`config.mk`:
```
export PLATFORM = sky130hd
export DESIGN_NAME = scr1_dmi_scan_chain
export DESIGN_NICKNAME = d
export VERILOG_FILES = /design/src/rtl/scr1_dmi_scan_chain.sv
export SDC_FILE = /design/constraint.sdc
export NUM_CORES = 1
export LEC_CHECK = 0
export BUFFER_PORTS_ARGS = -buffer_cell sky130_fd_sc_hd__buf_2
export CAP_MARGIN = 20
export CORE_AREA = 2 2 96 98
export DETAILED_ROUTE_END_ITERATION = 6
export DIE_AREA = 0 0 98 100
export PLACE_DENSITY = 0.84
export SYNTH_ARGS = -nofsm -noshare
export SYNTH_HDL_FRONTEND = slang
export SYNTH_SLANG_ARGS = --single-unit
```
`constraint.sdc`:
```
create_clock -name clk -period 4.25 [get_ports clk]
set_input_delay 1.0625 -clock clk [delete_from_list [all_inputs] [get_ports clk]]
set_output_delay 1.0625 -clock clk [all_outputs]
set_load 0.02 [all_outputs]
```
`src/rtl/scr1_dmi_scan_chain.sv`:
```
// DTMCS/DMI data registers in the system clock domain; launches DM requests over req/ack.
// Latency: ch_tdo one cycle after capture/shift; dmi_req one cycle after update; dmi_req drops one cycle after ack.
// Backpressure: one request outstanding; DMI accesses while busy are refused and flagged sticky until dmireset.
module scr1_dmi_scan_chain #(
    parameter int DMI_ABITS   = 7,
    parameter int DTM_VERSION = 1
) (
    input  logic                 clk,
    input  logic                 trst_n,
    input  logic                 ch_sel,
    input  logic [1:0]           ch_id,
    input  logic                 ch_capture,
    input  logic                 ch_shift,
    input  logic                 ch_update,
    input  logic                 ch_tdi,
    output logic                 ch_tdo,
    output logic                 dmi_req,
    output logic                 dmi_wr,
    output logic [DMI_ABITS-1:0] dmi_addr,
    output logic [31:0]          dmi_wdata,
    input  logic                 dmi_ack,
    input  logic [31:0]          dmi_rdata
);

    localparam int SR_W = DMI_ABITS + 34;

    typedef enum logic {IDLE, REQ} state_t;

    state_t                state_q, state_nxt;
    logic [SR_W-1:0]       sr, sr_nxt;
    logic [DMI_ABITS-1:0]  addr_q;
    logic [31:0]           data_q;
    logic                  sticky_busy;
    logic                  drop_q;

    logic                  act, sel_dtmcs, sel_dmi;
    logic                  do_cap, do_shift, do_upd;
    logic                  upd_dtmcs, upd_dmi, launch, ack;
    logic [1:0]            upd_op, cap_op, dmistat;
    logic [31:0]           dtmcs_val;
    logic [DMI_ABITS-1:0]  upd_addr;

    assign act       = ch_sel && (ch_id == 2'd0 || ch_id == 2'd1);
    assign sel_dtmcs = (ch_id == 2'd0);
    assign sel_dmi   = (ch_id == 2'd1);
    assign do_cap    = act && ch_capture;
    assign do_shift  = act && !ch_capture && ch_shift;
    assign do_upd    = act && !ch_capture && !ch_shift && ch_update;
    assign upd_dtmcs = do_upd && sel_dtmcs;
    assign upd_dmi   = do_upd && sel_dmi;

    assign upd_op   = sr[1:0];
    assign upd_addr = sr[SR_W-1:34];
    assign launch   = upd_dmi && !sticky_busy && (state_q == IDLE)
                      && (upd_op == 2'd1 || upd_op == 2'd2);
    assign ack      = (state_q == REQ) && dmi_ack;

    assign dmistat   = sticky_busy ? 2'b11 : 2'b00;
    assign cap_op    = (sticky_busy || state_q == REQ) ? 2'b11 : 2'b00;
    assign dtmcs_val = {14'b0, 2'b0, 1'b0, 3'd1, dmistat, 6'(DMI_ABITS), 4'(DTM_VERSION)};

    always_comb begin
        sr_nxt = sr;
        if (do_cap) begin
            if (sel_dtmcs) begin
                sr_nxt       = '0;
                sr_nxt[31:0] = dtmcs_val;
            end else begin
                sr_nxt = {addr_q, data_q, cap_op};
            end
        end else if (do_shift) begin
            if (sel_dtmcs) sr_nxt[31:0] = {ch_tdi, sr[31:1]};
            else           sr_nxt       = {ch_tdi, sr[SR_W-1:1]};
        end
    end

    always_comb begin
        state_nxt = state_q;
        case (state_q)
            IDLE:    if (launch) state_nxt = REQ;
            REQ:     if (dmi_ack) state_nxt = IDLE;
            default: state_nxt = IDLE;
        endcase
    end

    always_ff @(posedge clk or negedge trst_n) begin
        if (!trst_n) begin
            state_q     <= IDLE;
            sr          <= '0;
            ch_tdo      <= 1'b0;
            dmi_req     <= 1'b0;
            dmi_wr      <= 1'b0;
            dmi_addr    <= '0;
            dmi_wdata   <= '0;
            addr_q      <= '0;
            data_q      <= '0;
            sticky_busy <= 1'b0;
            drop_q      <= 1'b0;
        end else begin
            state_q <= state_nxt;

            if (do_cap || do_shift) begin
                sr     <= sr_nxt;
                ch_tdo <= sr_nxt[0];
            end

            if (launch) begin
                addr_q    <= upd_addr;
                dmi_addr  <= upd_addr;
                dmi_wdata <= sr[33:2];
                dmi_wr    <= (upd_op == 2'd2);
                dmi_req   <= 1'b1;
                if (upd_op == 2'd2) data_q <= sr[33:2];
            end else if (ack) begin
                dmi_req <= 1'b0;
                if (!dmi_wr && !drop_q) data_q <= dmi_rdata;
            end

            if (upd_dtmcs && (sr[16] || sr[17]))
                sticky_busy <= 1'b0;
            else if (state_q == REQ && ((do_cap && sel_dmi) || (upd_dmi && !sticky_busy)))
                sticky_busy <= 1'b1;

            // A hard reset cannot abort the handshake, so it only discards the pending read data.
            if (ack)
                drop_q <= 1'b0;
            else if (upd_dtmcs && sr[17] && state_q == REQ)
                drop_q <= 1'b1;
        end
    end

endmodule

```
* Word level (Yosys, flattened, before mapping)
Index checks and enable logic that the tools add are counted.
Widths: inputs -> output; s select.
** Storage, ports and cells
- Register bits after elaboration :: 117
- Output and inout bits :: 42
- Logic and storage cells :: 75
** Operators by class
- Equality and inequality tests :: 5
- Multiplexer cells :: 20
- Bitwise logic cells :: 1
- Reductions and logical operators :: 38
** Operators by type and width (number)
- $mux 32 :: 5
- $mux 41 :: 3
- $logic_and 1x1->1 :: 18
- $reduce_bool 2->1 :: 5
- $mux 9 :: 1
- $mux 1 :: 8
- $logic_or 1x1->1 :: 6
- $reduce_and 3->1 :: 2
- $logic_not 1->1 :: 5
- $eq 2x1->1 const B :: 2
- $mux 2 :: 2
- $ne 2x1->1 const B :: 2
- $eq 2x2->1 const B :: 1
- $logic_not 2->1 :: 1
- $pmux 1 s2 :: 1
- $reduce_and 2->1 :: 1
- $not 1->1 :: 1

* Longest topological paths before layout
- Word-level depth :: 12
- Gate-level depth with buffers :: 8
- Depth with buffers taken out :: 6

* Worst setup path after synthesis
No wires, ideal clock.
- Kind :: in2reg
- Start point :: input ch_capture
- End point :: register addr_q[0]
- Library setup time :: 128 ps
- Data arrival time :: 2277 ps
- Setup slack :: 1845 ps
- Cell stages on the path :: 6
- Buffers on the path :: 3
- Cell sequence :: buf_2 -> nor4b_4 -> nand3_1 -> buf_4 -> buf_6 -> mux2_1
** Between the ends
- Longest elaborated chain between the ends :: 8
** RTL lines
- start: declaration :: line 12 : input logic ch_capture,
- $logic_not 1->1 :: line 48 : assign do_upd = act && !ch_capture && !ch_shift && ch_update;
- $logic_and 1x1->1 (3 in a row) :: line 48
- $logic_and 1x1->1 :: line 50 : assign upd_dmi = do_upd && sel_dmi;
- $logic_and 1x1->1 (2 in a row) :: line 54 : assign launch = upd_dmi && !sticky_busy && (state_q == IDLE)
- $logic_and 1x1->1 :: line 55 : && (upd_op == 2'd1 || upd_op == 2'd2);
- end signal: assignment :: line 108 : addr_q <= upd_addr;
- end: declaration :: line 31 : logic [DMI_ABITS-1:0] addr_q;
Every way passes these cells.
A chain may end at the register's enable or synchronous reset.

* Worst setup path after layout
- Start point :: input ch_id[0]
- End point :: register data_q[15]
** Between the ends
- Longest elaborated chain between the ends :: 12
- Elaborated cells between the ends (all ways) :: 16
** RTL lines
- start: declaration :: line 11 : input logic [1:0] ch_id,
- $eq 2x1->1 / $logic_not 2->1 (equally long branches) :: line 43, 45
- $logic_or 1x1->1 :: line 43 : assign act = ch_sel && (ch_id == 2'd0 || ch_id == 2'd1);
- $logic_and 1x1->1 :: line 43
- $logic_and 1x1->1 (3 in a row) :: line 48
- $logic_and 1x1->1 (*) :: line 50
- $logic_and 1x1->1 (*) (2 in a row) :: line 54
- $logic_and 1x1->1 (*) :: line 55
- $ne 2x1->1 (no line) / $reduce_bool 2->1 (equally long branches)
- $reduce_and 3->1 (no line)
- end signal: assignment :: line 113 : if (upd_op == 2'd2) data_q <= sr[33:2];
- end signal: assignment :: line 116 : if (!dmi_wr && !drop_q) data_q <= dmi_rdata;
- end: declaration :: line 32 : logic [31:0] data_q;
Every way passes the cells marked *; elsewhere a longest branch is shown, timed or not.

==> impl_metrics.json <==
{
  "outcome": "complete, no violations",
  "placementRows": 35,
  "start_util_pct": 58.2,
  "clock_sinks": 117,
  "dp_hpwl_mm": 7.16,
  "track_usage_pct": 24.9,
  "finalSetupViolations": 0,
  "ys.warnings.count": 0,
  "die-height_um": 100,
  "vias": 3956,
  "drive_above_1_share_pct": 24.2,
  "worstPathArrival_ns": 2.94,
  "routabilityCongestion": 0.770,
  "fin_crit_ns": 2.57,
  "drc": 0,
  "hold_buffers": 0,
  "peakVddDrop_mv": 0.360,
  "reg2reg_depth": 6,
  "cp-start-kind": "input port",
  "ys_seq_area_share_pct": 56.6,
  "numPortBuffers": 83,
  "ant_nets": 0,
  "finalHoldViolCount": 0,
  "grt_pass1_vias": 3870,
  "rr_startpoint": "sr[1]",
  "synth.distinct_cells": 36,
  "hold_end": "dmi_req",
  "syn-mean-instance-area_um2": 10.8,
  "slew_violations": 0,
  "syn-num-nets": 522,
  "hp-class": "reg2reg",
  "yosys.area.top_type": "dfrtp_1",
  "cts_tree": "built",
  "syn_inst": 479,
  "synth-edff-count": 0,
  "worstMarginPinSlew_ns": 1.09,
  "viasPerCell": 5.87,
  "async_reset_ff_share_pct": 100,
  "report.power.total_w": 0.00344,
  "die_area_um2": 9800,
  "drt_pass1_iterations": 5,
  "post-route-period-util_pct": 60.4,
  "critPathMaxFanout": 36,
  "wl_per_cell_um": 17.3,
  "cts_buffers": 17,
  "nets": 597,
  "synth.most_common_cell": "dfrtp_1",
  "gr-total-overflow": 0,
  "hold_depth": 2,
  "p_leak_nw": 3.27,
  "cts.path.max_buffers": 2,
  "diodes": 0,
  "min-delay-start": "dmi_req",
  "rr_endpoint": "data_q[15]",
  "path_clk_slew_ns": 0.05,
  "rsz0062_at_grt": "false",
  "synth_top_area_share_pct": 56.6,
  "antenna_found_initial": 1,
  "worstSetupEndpointType": "flop",
  "die_w_um": 98,
  "finalSetupTns_ns": 0,
  "postCtsSetupRepairBufs": 0,
  "post_cts_resized": 0,
  "worst-setup-path-type": "in2reg",
  "synth_flop_cell": "dfrtp_1",
  "io_pins": 84,
  "worstSkewPairLatency_ns": 0.51,
  "root_buffer": "clkbuf_8",
  "slew-limit-headroom_pct": 27.1,
  "synth_seq_cells": 117,
  "routed_wl_mm": 11.7,
  "ff2ff_setup_slack_ns": 1.83,
  "synth.area.top_cells": "dfrtp_1 (57%), mux2i_1 (6.2%), nand2_1 (5.8%)",
  "drtIter0Drc": 273,
  "grt_max_degree": 75,
  "synthTopCellsByCount": "dfrtp_1 (117), nand2_1 (80), o21ai_0 (56), mux2i_1 (32), a21oi_1 (29)",
  "max_freq_ghz": 0.390,
  "finalClockSkew_ns": 0.0136,
  "area_delta_synth_final_pct": 19.9,
  "syn_area_um2": 5180,
  "htree_levels": 4,
  "p_per_area_nw_per_um2": 554,
  "fp.coreArea_um2": 8890,
  "required_ns": 4.62,
  "grt_pass1_wl_mm": 19.3,
  "cap_violations": 0,
  "startpoint": "ch_id[0]"
}
-- cells by family after synthesis --
| kind of cell | after synthesis | share of synthesized area, % |
|---|---|---|
| buffers and inverters | 35 | 3.34 |
| AOI/OAI and AO/OA | 117 | 12.6 |
| adders and majority gates | 1 | 0.242 |
| DFF | 117 | 56.6 |
| muxes | 73 | 15.1 |
| and+or+nand+nor | 136 | 12.2 |
-- critical path: stages --
cell and delay (ns):
buf_2 0.28, nor4b_2 0.54, a41oi_4 0.44, buf_4 0.40
nand2_1 0.10, o21ai_0 0.10
-- final cells by class --
cell class / count / area (um2)
timing repair buffer: 88 / 468
sequential: 117 / 2930
fill: 646 / 2680
clock buffer: 23 / 477
tap: 111 / 139
multi-input combinational: 327 / 2110
clock inverter: 5 / 75.1
inverter: 3 / 11.3
-- sequential cells by signal, summed over array words and instances (netlist names) --
register,flops
sr,41
data_q,32
dmi_wdata,32
addr_q,7
dmi_req,1
dmi_wr,1
drop_q,1
state_q,1
sticky_busy,1
-- per-stage QoR --
step | std cells | hold slack [ns] | cell area, um2 | setup WS, ns | util [%]
after floorplan | 479 | 0.444 | 5180 | 1.84 | -
after global placement | 646 | 0.459 | 5660 | 1.27 | 63.6
after detailed placement | 646 | 0.461 | 5660 | 1.18 | 63.6
after CTS | 674 | 0.476 | 6210 | 1.69 | 69.8
after global routing | 674 | 0.510 | 6210 | 1.53 | 69.8
final | 674 | 0.472 | 6210 | 1.68 | 69.8
-- power by group --
group	internal, W	switching [W]	leakage (nW)
Sequential	0.00137	0.000184	1.52
Clock	0.000879	0.000471	0.275
Combinational	0.000221	0.000317	1.47
Total	0.00247	0.000972	3.27
-- routing by layer --
metal,GRT usage (%),wire (um)
met5,0,13
met1,32.7,5030
met4,9.72,193
met2,39.8,5720
met3,6.89,705
-- worst max-delay path by stage --
stage | to | slack, ns | cells past startpoint
finish | data_q[15] | 1.68 | 6
global route | data_q[15] | 1.53 | 6
CTS | data_q[15] | 1.69 | 5
detailed placement | data_q[22] | 1.18 | 6
global placement | data_q[11] | 1.27 | 6
floorplan | addr_q[0] | 1.84 | 6
-- cells in the final DEF (no fill, tap or decap), types with 15 or more instances in the layout --
| master | n |
|---|---|
| dfrtp_1 | 117 |
| clkbuf_16 | 16 |
| mux2_1 | 26 |
| mux2_2 | 15 |
| nand2_1 | 80 |
| nor2_1 | 19 |
| o21ai_0 | 56 |
| a21oi_1 | 29 |
| mux2i_1 | 32 |
| buf_2 | 82 |
| nor2b_1 | 17 |
(Power assumes the default switching activity.)
